## src/rtl/pipe_datapath.sv

```systemverilog
// ---------------------------------------------------------------------------
// pipe_datapath -- five-stage (F/D/E/M/W) RV-style integer datapath.
//
// The instruction decoder sits outside this block: it decodes InstrD and
// returns the D-stage control bits. This block holds the PC, the four
// pipeline registers, the register file, immediate generation, the ALU,
// branch resolution (in E) and the hazard unit.
//
// Build option: define PIPE_DATAPATH_FORWARD_EN to enable M/W -> E operand
// forwarding (only load-use then stalls). Without it there are no bypass
// paths and D stalls on any RAW dependence against E or M.
//
// Parameters
//   XLEN      datapath / register width (32 or 64)
//   RESET_PC  PCF value after reset
// Ports
//   clk          rising-edge clock
//   reset        asynchronous, active-low reset
//   InstrF       instruction fetched at PCF
//   ReadDataM    data-memory read data for the instruction in M
//   RegWriteD, MemWriteD, BranchD, JumpD, ALUSrcD   decoded controls for InstrD
//   ResultSrcD   writeback select: 0 ALU, 1 memory, 2 PC+4, 3 immediate
//   ALUControlD  0 add, 1 sub, 2 and, 3 or, 4 xor, 5 slt, 6 sltu,
//                7 sll, 8 srl, 9 sra (others behave as add)
//   ImmSrcD      0 I, 1 S, 2 B, 3 J, 4 U
//   PCF          fetch address
//   InstrD       instruction in decode
//   ALUResultM   data-memory address
//   WriteDataM   store data
//   MemWriteM    store strobe
// ---------------------------------------------------------------------------
module pipe_datapath #(
  parameter int unsigned     XLEN     = 32,
  parameter logic [XLEN-1:0] RESET_PC = '0
) (
  input  logic            clk,
  input  logic            reset,
  input  logic [31:0]     InstrF,
  input  logic [XLEN-1:0] ReadDataM,
  input  logic            RegWriteD,
  input  logic            MemWriteD,
  input  logic            BranchD,
  input  logic            JumpD,
  input  logic            ALUSrcD,
  input  logic [1:0]      ResultSrcD,
  input  logic [3:0]      ALUControlD,
  input  logic [2:0]      ImmSrcD,
  output logic [XLEN-1:0] PCF,
  output logic [31:0]     InstrD,
  output logic [XLEN-1:0] ALUResultM,
  output logic [XLEN-1:0] WriteDataM,
  output logic            MemWriteM
);

  localparam int unsigned SHW       = $clog2(XLEN);
  localparam logic [31:0] NOP_INSTR = 32'h0000_0013;

  typedef enum logic [3:0] {
    ALU_ADD  = 4'd0,
    ALU_SUB  = 4'd1,
    ALU_AND  = 4'd2,
    ALU_OR   = 4'd3,
    ALU_XOR  = 4'd4,
    ALU_SLT  = 4'd5,
    ALU_SLTU = 4'd6,
    ALU_SLL  = 4'd7,
    ALU_SRL  = 4'd8,
    ALU_SRA  = 4'd9
  } alu_op_e;

  typedef struct packed {
    logic [31:0]     instr;
    logic [XLEN-1:0] pc;
    logic [XLEN-1:0] pc_plus4;
  } fd_t;

  typedef struct packed {
    logic            reg_write;
    logic [1:0]      result_src;
    logic            mem_write;
    logic            jump;
    logic            branch;
    logic [3:0]      alu_ctrl;
    logic            alu_src;
    logic [XLEN-1:0] rd1;
    logic [XLEN-1:0] rd2;
    logic [XLEN-1:0] pc;
    logic [4:0]      rs1;
    logic [4:0]      rs2;
    logic [4:0]      rd;
    logic [XLEN-1:0] imm;
    logic [XLEN-1:0] pc_plus4;
  } de_t;

  typedef struct packed {
    logic            reg_write;
    logic [1:0]      result_src;
    logic            mem_write;
    logic [XLEN-1:0] alu_result;
    logic [XLEN-1:0] write_data;
    logic [4:0]      rd;
    logic [XLEN-1:0] pc_plus4;
    logic [XLEN-1:0] imm;
  } em_t;

  typedef struct packed {
    logic            reg_write;
    logic [1:0]      result_src;
    logic [XLEN-1:0] alu_result;
    logic [XLEN-1:0] read_data;
    logic [4:0]      rd;
    logic [XLEN-1:0] pc_plus4;
    logic [XLEN-1:0] imm;
  } mw_t;

  logic [XLEN-1:0] pc_q, pc_d;
  fd_t             fd_q, fd_d;
  de_t             de_q, de_d;
  em_t             em_q, em_d;
  mw_t             mw_q, mw_d;

  logic [XLEN-1:0] rf [0:31];

  logic [4:0]      rs1_d, rs2_d, rd_d;
  logic [XLEN-1:0] rd1_d, rd2_d, imm_ext_d;
  logic [31:0]     imm32_d;
  logic [XLEN-1:0] pc_plus4_f, pc_target_e;
  logic [XLEN-1:0] src_a_e, src_b_e, write_data_e, alu_result_e;
  logic [XLEN-1:0] result_w;
  logic            zero_e, pcsrc_e, lw_stall, stall;
  logic            unused_opcode;

  assign PCF        = pc_q;
  assign InstrD     = fd_q.instr;
  assign ALUResultM = em_q.alu_result;
  assign WriteDataM = em_q.write_data;
  assign MemWriteM  = em_q.mem_write;

  assign pc_plus4_f    = pc_q + XLEN'(4);
  assign rs1_d         = fd_q.instr[19:15];
  assign rs2_d         = fd_q.instr[24:20];
  assign rd_d          = fd_q.instr[11:7];
  assign unused_opcode = ^fd_q.instr[6:0];

  // ---------------- Decode: register file with write-through ---------------
  always_ff @(posedge clk) begin
    if (mw_q.reg_write && (mw_q.rd != '0)) begin
      rf[mw_q.rd] <= result_w;
    end
  end

  // A W-stage write to the register being read appears in the same cycle.
  always_comb begin
    rd1_d = '0;
    rd2_d = '0;
    if (rs1_d != '0) begin
      rd1_d = (mw_q.reg_write && (mw_q.rd == rs1_d)) ? result_w : rf[rs1_d];
    end
    if (rs2_d != '0) begin
      rd2_d = (mw_q.reg_write && (mw_q.rd == rs2_d)) ? result_w : rf[rs2_d];
    end
  end

  // Immediates are assembled as 32 bits, then sign-extended to XLEN.
  always_comb begin
    imm32_d = '0;
    case (ImmSrcD)
      3'd0: imm32_d = {{20{fd_q.instr[31]}}, fd_q.instr[31:20]};
      3'd1: imm32_d = {{20{fd_q.instr[31]}}, fd_q.instr[31:25], fd_q.instr[11:7]};
      3'd2: imm32_d = {{20{fd_q.instr[31]}}, fd_q.instr[7], fd_q.instr[30:25],
                       fd_q.instr[11:8], 1'b0};
      3'd3: imm32_d = {{12{fd_q.instr[31]}}, fd_q.instr[19:12], fd_q.instr[20],
                       fd_q.instr[30:21], 1'b0};
      3'd4: imm32_d = {fd_q.instr[31:12], 12'b0};
      default: imm32_d = '0;
    endcase
    imm_ext_d = XLEN'($signed(imm32_d));
  end

  // ---------------- Hazard unit and operand selection -----------------------
  assign lw_stall = (de_q.result_src == 2'd1) && (de_q.rd != '0) &&
                    ((de_q.rd == rs1_d) || (de_q.rd == rs2_d));

`ifdef PIPE_DATAPATH_FORWARD_EN
  logic [XLEN-1:0] fwd_m;

  // The M-side bypass value is ALUResultM, except for PC+4 / immediate
  // writebacks whose result does not come out of the ALU.
  always_comb begin
    case (em_q.result_src)
      2'd2:    fwd_m = em_q.pc_plus4;
      2'd3:    fwd_m = em_q.imm;
      default: fwd_m = em_q.alu_result;
    endcase
  end

  always_comb begin
    src_a_e      = de_q.rd1;
    write_data_e = de_q.rd2;
    if (em_q.reg_write && (em_q.rd != '0) && (em_q.rd == de_q.rs1)) begin
      src_a_e = fwd_m;
    end else if (mw_q.reg_write && (mw_q.rd != '0) && (mw_q.rd == de_q.rs1)) begin
      src_a_e = result_w;
    end
    if (em_q.reg_write && (em_q.rd != '0) && (em_q.rd == de_q.rs2)) begin
      write_data_e = fwd_m;
    end else if (mw_q.reg_write && (mw_q.rd != '0) && (mw_q.rd == de_q.rs2)) begin
      write_data_e = result_w;
    end
  end

  assign stall = lw_stall;
`else
  always_comb begin
    src_a_e      = de_q.rd1;
    write_data_e = de_q.rd2;
  end

  assign stall = lw_stall ||
    ((rs1_d != '0) && ((de_q.reg_write && (de_q.rd == rs1_d)) ||
                       (em_q.reg_write && (em_q.rd == rs1_d)))) ||
    ((rs2_d != '0) && ((de_q.reg_write && (de_q.rd == rs2_d)) ||
                       (em_q.reg_write && (em_q.rd == rs2_d))));
`endif

  // ---------------- Execute -------------------------------------------------
  assign src_b_e = de_q.alu_src ? de_q.imm : write_data_e;

  always_comb begin
    alu_result_e = '0;
    case (alu_op_e'(de_q.alu_ctrl))
      ALU_SUB:  alu_result_e = src_a_e - src_b_e;
      ALU_AND:  alu_result_e = src_a_e & src_b_e;
      ALU_OR:   alu_result_e = src_a_e | src_b_e;
      ALU_XOR:  alu_result_e = src_a_e ^ src_b_e;
      ALU_SLT:  alu_result_e = XLEN'($signed(src_a_e) < $signed(src_b_e));
      ALU_SLTU: alu_result_e = XLEN'(src_a_e < src_b_e);
      ALU_SLL:  alu_result_e = src_a_e << src_b_e[SHW-1:0];
      ALU_SRL:  alu_result_e = src_a_e >> src_b_e[SHW-1:0];
      ALU_SRA:  alu_result_e = $unsigned($signed(src_a_e) >>> src_b_e[SHW-1:0]);
      default:  alu_result_e = src_a_e + src_b_e;
    endcase
  end

  assign zero_e      = (alu_result_e == '0);
  assign pcsrc_e     = (de_q.branch && zero_e) || de_q.jump;
  assign pc_target_e = de_q.pc + de_q.imm;

  // ---------------- Writeback -----------------------------------------------
  always_comb begin
    case (mw_q.result_src)
      2'd1:    result_w = mw_q.read_data;
      2'd2:    result_w = mw_q.pc_plus4;
      2'd3:    result_w = mw_q.imm;
      default: result_w = mw_q.alu_result;
    endcase
  end

  // ---------------- Next-state: a taken branch/jump outranks a stall -------
  always_comb begin
    pc_d = pc_q;
    fd_d = fd_q;
    if (pcsrc_e) begin
      pc_d = pc_target_e;
      fd_d = '{instr: NOP_INSTR, pc: '0, pc_plus4: '0};
    end else if (!stall) begin
      pc_d = pc_plus4_f;
      fd_d = '{instr: InstrF, pc: pc_q, pc_plus4: pc_plus4_f};
    end

    de_d = '0;
    if (!pcsrc_e && !stall) begin
      de_d.reg_write  = RegWriteD;
      de_d.result_src = ResultSrcD;
      de_d.mem_write  = MemWriteD;
      de_d.jump       = JumpD;
      de_d.branch     = BranchD;
      de_d.alu_ctrl   = ALUControlD;
      de_d.alu_src    = ALUSrcD;
      de_d.rd1        = rd1_d;
      de_d.rd2        = rd2_d;
      de_d.pc         = fd_q.pc;
      de_d.rs1        = rs1_d;
      de_d.rs2        = rs2_d;
      de_d.rd         = rd_d;
      de_d.imm        = imm_ext_d;
      de_d.pc_plus4   = fd_q.pc_plus4;
    end

    em_d.reg_write  = de_q.reg_write;
    em_d.result_src = de_q.result_src;
    em_d.mem_write  = de_q.mem_write;
    em_d.alu_result = alu_result_e;
    em_d.write_data = write_data_e;
    em_d.rd         = de_q.rd;
    em_d.pc_plus4   = de_q.pc_plus4;
    em_d.imm        = de_q.imm;

    mw_d.reg_write  = em_q.reg_write;
    mw_d.result_src = em_q.result_src;
    mw_d.alu_result = em_q.alu_result;
    mw_d.read_data  = ReadDataM;
    mw_d.rd         = em_q.rd;
    mw_d.pc_plus4   = em_q.pc_plus4;
    mw_d.imm        = em_q.imm;
  end

  always_ff @(posedge clk or negedge reset) begin
    if (!reset) begin
      pc_q <= RESET_PC;
      fd_q <= '{instr: NOP_INSTR, pc: '0, pc_plus4: '0};
      de_q <= '0;
      em_q <= '0;
      mw_q <= '0;
    end else begin
      pc_q <= pc_d;
      fd_q <= fd_d;
      de_q <= de_d;
      em_q <= em_d;
      mw_q <= mw_d;
    end
  end

endmodule
```

## config.mk

```make
export PLATFORM = sky130hd
export DESIGN_NAME = pipe_datapath
export DESIGN_NICKNAME = d
export VERILOG_FILES = /design/src/rtl/pipe_datapath.sv
export SDC_FILE = /design/constraint.sdc
export NUM_CORES = 2
export LEC_CHECK = 0
export BUFFER_PORTS_ARGS = -buffer_cell sky130_fd_sc_hd__buf_2
export CAP_MARGIN = 20
export CORE_MARGIN = 4
export CORE_UTILIZATION = 40
export DETAILED_ROUTE_END_ITERATION = 7
export SYNTH_ARGS = -nofsm -noshare
export SYNTH_HDL_FRONTEND = slang
export SYNTH_SLANG_ARGS = --single-unit
```

## constraint.sdc

```tcl
create_clock -name clk -period 5.35 [get_ports clk]
set_input_delay 0.535 -clock clk [delete_from_list [all_inputs] [get_ports clk]]
set_output_delay 0.535 -clock clk [all_outputs]
set_load 0.03 [all_outputs]
```

==> results.toml <==
[sta]
holdWs_ps = 85.1
fin_ws_ps = 106
final.min_clock_period_ps = 5240
setup_viol = 0
relSlewSlack = 0.212
clock_skew_ps = 45.2
finalHoldViolCount = 0
finalSetupTns_ps = 0
fmax_mhz = 191
worst_pin_slew_ps = 1180
slew_violations = 0
period_share = 0.980

[synth]
synth_async_sr_flop_share = 0.359
synth.distinct_cells = 91
syn-cell-area_sq_um = 79100
netlist_instances = 5161
synth_edf_count = 1024
yosys_warnings = 0
post_synth.cell_area_avg_sq_um = 15.3
synthFlopType = "edfxtp_1"
ys_seq_elements = 1597
ys_seq_area_frac = 0.570

[power]
seq_power_share = 0.307
power.density_nw_per_um2 = 696
sw_frac_of_total = 0.424
p_int_w = 0.0368
leakage_nw = 34.2
p_clk_frac = 0.184
power_switching_w = 0.0270
p_comb_frac = 0.509
peakVddDrop_mv = 0.418

[floorplan]
io-pin-count = 209
core_area_sq_um = 196000
rows = 162
die_w_um = 453
start_util = 0.404
die-area_sq_um = 205000
dieHeight_um = 453

[place]
portBuffers = 208
dpl.hpwl_um = 187000
place_ws_ps = -139
finalWeightedCongestion = 1.05
placed_cell_area_sq_um = 85000

[layout]
mostFrequentLayoutCells = "edfxtp_1 (1024), mux4_2 (718), dfrtp_1 (556)"
fin_util = 0.468
area_growth_pct = 15.9
nets = 5816
multi_input_area_sq_um = 31700
layout_commonest_cell = "edfxtp_1"
finalInstanceArea_sq_um = 91700
seq_area_sq_um = 45100
fillers = 17000
drive_gt1_frac = 0.293

[critical_path]
endpoint_kind = "flop"
required_ps = 6030
r2r_cells = 21
path_max_fanout = 33
worstPathArrival_ps = 5920
path_common_cell = "buf_4"
path_cells = "buf_6 > mux2i_4 > buf_12 > mux4_2 > a221oi_1 > buf_4 > nor2_1 > a211oi_2 > buf_4 > o22ai_1 > nor2_2 > buf_4 > nor4b_1 > buf_4 > and4_2 > nand4_1 > buf_4 > o211ai_4 > buf_12 > buf_12 > nor3_1"
timing_worst_setup_path_type = "flop to flop"
critical-path-slowest-cell = "mux4_2"
setup.worst_path.start_class = "flop"
cpPeakStageDelay_ps = 610

[routing]
wl_per_cell_um = 32.5
drtIter0Drc = 5953
viasPerCell = 6.03
drc = 0
wl_um = 271000
postRouteAntennaNets = 0
dr_total_vias = 50400
firstDrtPassIters = 6

[clock_network]
clkSinkCount = 1597
clock_path_buffers = 3
cts_root_buffer = "clkbuf_16"
clkLatencyLatePin_ps = 850
cts_buffers = 171
cts_tree = "done"
h-tree-depth = 4
clk_pin_slew_ps = 60

[worst_hold_path]
worstHoldPathCells = 2
hold_class = "input port to flop"

[global_route]
grt_pass1_wl_um = 385000
antenna_found_initial = 10
grt_util_all_layers = 0.263
grt-ovfl-total = 0
grt_pass1_vias = 51800
grt_max_degree = 118

[flow_run]
drv_cap = 0

[status]
status = "finished, final reports clean"
[critical path, delay by kind of cell (launching register included)]
| family | cells | cell delay, ps |
|---|---|---|
| buffers and inverters | 9 | 1620 |
| AND/OR/NAND/NOR | 6 | 1090 |
| flip-flops | 1 | 470 |
| AO/OA/AOI/OAI | 4 | 890 |
| multiplexers | 2 | 980 |
[synth_stat cells, drive strengths merged, types with 8 or more instances]
master / n / area share
xnor2: 79 / 0.0087
or3: 10 / 0.00079
nor3: 122 / 0.0077
nand3b: 8 / 0.00076
xor2: 67 / 0.0074
o22ai: 32 / 0.0025
nand2b: 25 / 0.0020
a211oi: 68 / 0.0066
a31oi: 29 / 0.0023
a221oi: 17 / 0.0019
edfxtp: 1024 / 0.39
nor2b: 34 / 0.0027
buf: 223 / 0.018
nor3b: 12 / 0.0011
mux2i: 272 / 0.035
a211o: 9 / 0.0010
mux4: 719 / 0.20
o21ai: 87 / 0.0055
ha: 142 / 0.022
clkbuf: 220 / 0.010
a21o: 30 / 0.0028
and4: 8 / 0.00089
a2111oi: 8 / 0.0010
o311ai: 8 / 0.00089
a21oi: 197 / 0.012
dfrtp: 570 / 0.18
nand2: 158 / 0.0075
o21bai: 15 / 0.0014
a22oi: 16 / 0.0015
nand3: 44 / 0.0028
nand4: 19 / 0.0015
inv: 187 / 0.0089
o31ai: 16 / 0.0015
o211ai: 24 / 0.0023
and2: 12 / 0.00095
o21a: 10 / 0.00095
o221ai: 29 / 0.0032
nor4: 23 / 0.0018
nor2: 443 / 0.021
and3: 25 / 0.0020
[area by class of cell]
| type | instances | share of cell area |
|---|---|---|
| Multi-Input combinational cell | 2963 | 0.346 |
| Timing Repair Buffer | 669 | 0.0573 |
| Tap cell | 2624 | 0.0358 |
| Inverter | 189 | 0.00781 |
| Sequential cell | 1597 | 0.492 |
| Clock inverter | 92 | 0.0108 |
| Clock buffer | 216 | 0.0499 |
| Antenna cell | 12 | 0.000328 |
[flip-flops by register name (all words and copies together) (netlist names)]
name and cells:
rf 1024, src_a_e 32, MemWriteM 1, em_q 72
InstrD 32, ALUResultM 32, WriteDataM 32, write_data_e 32
fd_q 62, PCF 32, de_q 110, mw_q 136
[through the flow]
stage / instances / total power [W]
global placement: 7952 / 0.0514
finish: 8362 / 0.0638
detailed placement: 7955 / 0.0515
CTS: 8339 / 0.0634
global route: 8361 / 0.0665
floorplan: 5192 / 0.0384
[metal layers]
| layer | vias to the layer above | global-route usage | wire (um) |
|---|---|---|---|
| met5 | - | 0 | 0 |
| met2 | 2228 | 0.438 | 134000 |
| met4 | 0 | 0.116 | 13500 |
| met3 | 465 | 0.0453 | 19000 |
| met1 | 26700 | 0.340 | 105000 |
| li1 | 21000 | - | - |
[power groups by stage]
stage	logic (W)	registers, W	clock network (W)
after floorplan	0.0203	0.0182	0
after CTS	0.0318	0.0196	0.0120
final	0.0325	0.0196	0.0118
after global placement	0.0316	0.0198	0
after global routing	0.0342	0.0197	0.0125
after detailed placement	0.0317	0.0198	0
[logic make-up (layout without fill, tap and decap cells)]
kind of cell,after synthesis,after routing,share of synthesized area
DFF,1597,1597,0.570
muxes,995,995,0.240
and+or+nand+nor,976,976,0.0571
AOI/OAI and AO/OA,669,669,0.0565
buffers and inverters,632,1166,0.0370
xor gates and xnor gates,146,146,0.0162
adders and majority gates,145,145,0.0232
other,1,44,0.0000474
[final timing paths]
| check | startpoint | end | slack [ps] |
|---|---|---|---|
| worst max-delay path | de_q[175] | src_a_e[4] | 110 |
| worst min-delay path | ImmSrcD[1] | de_q[32] | 90 |
| worst max register to register | de_q[175] | src_a_e[4] | 110 |
| worst min register to register | em_q[14] | mw_q[14] | 340 |
| max in group asynchronous | reset | InstrD[16] | 3730 |
| min in group asynchronous | reset | mw_q[86] | 370 |
[what timing repair did]
action                     CTS  global route
setup endpoints to repair  273           300
resized for setup            5            37
gates cloned                 0             1
hold endpoints to repair   182             0
pin swaps                    0             3
buffers inserted             0             9
hold buffers                76             0
(Power assumes the default switching activity.)
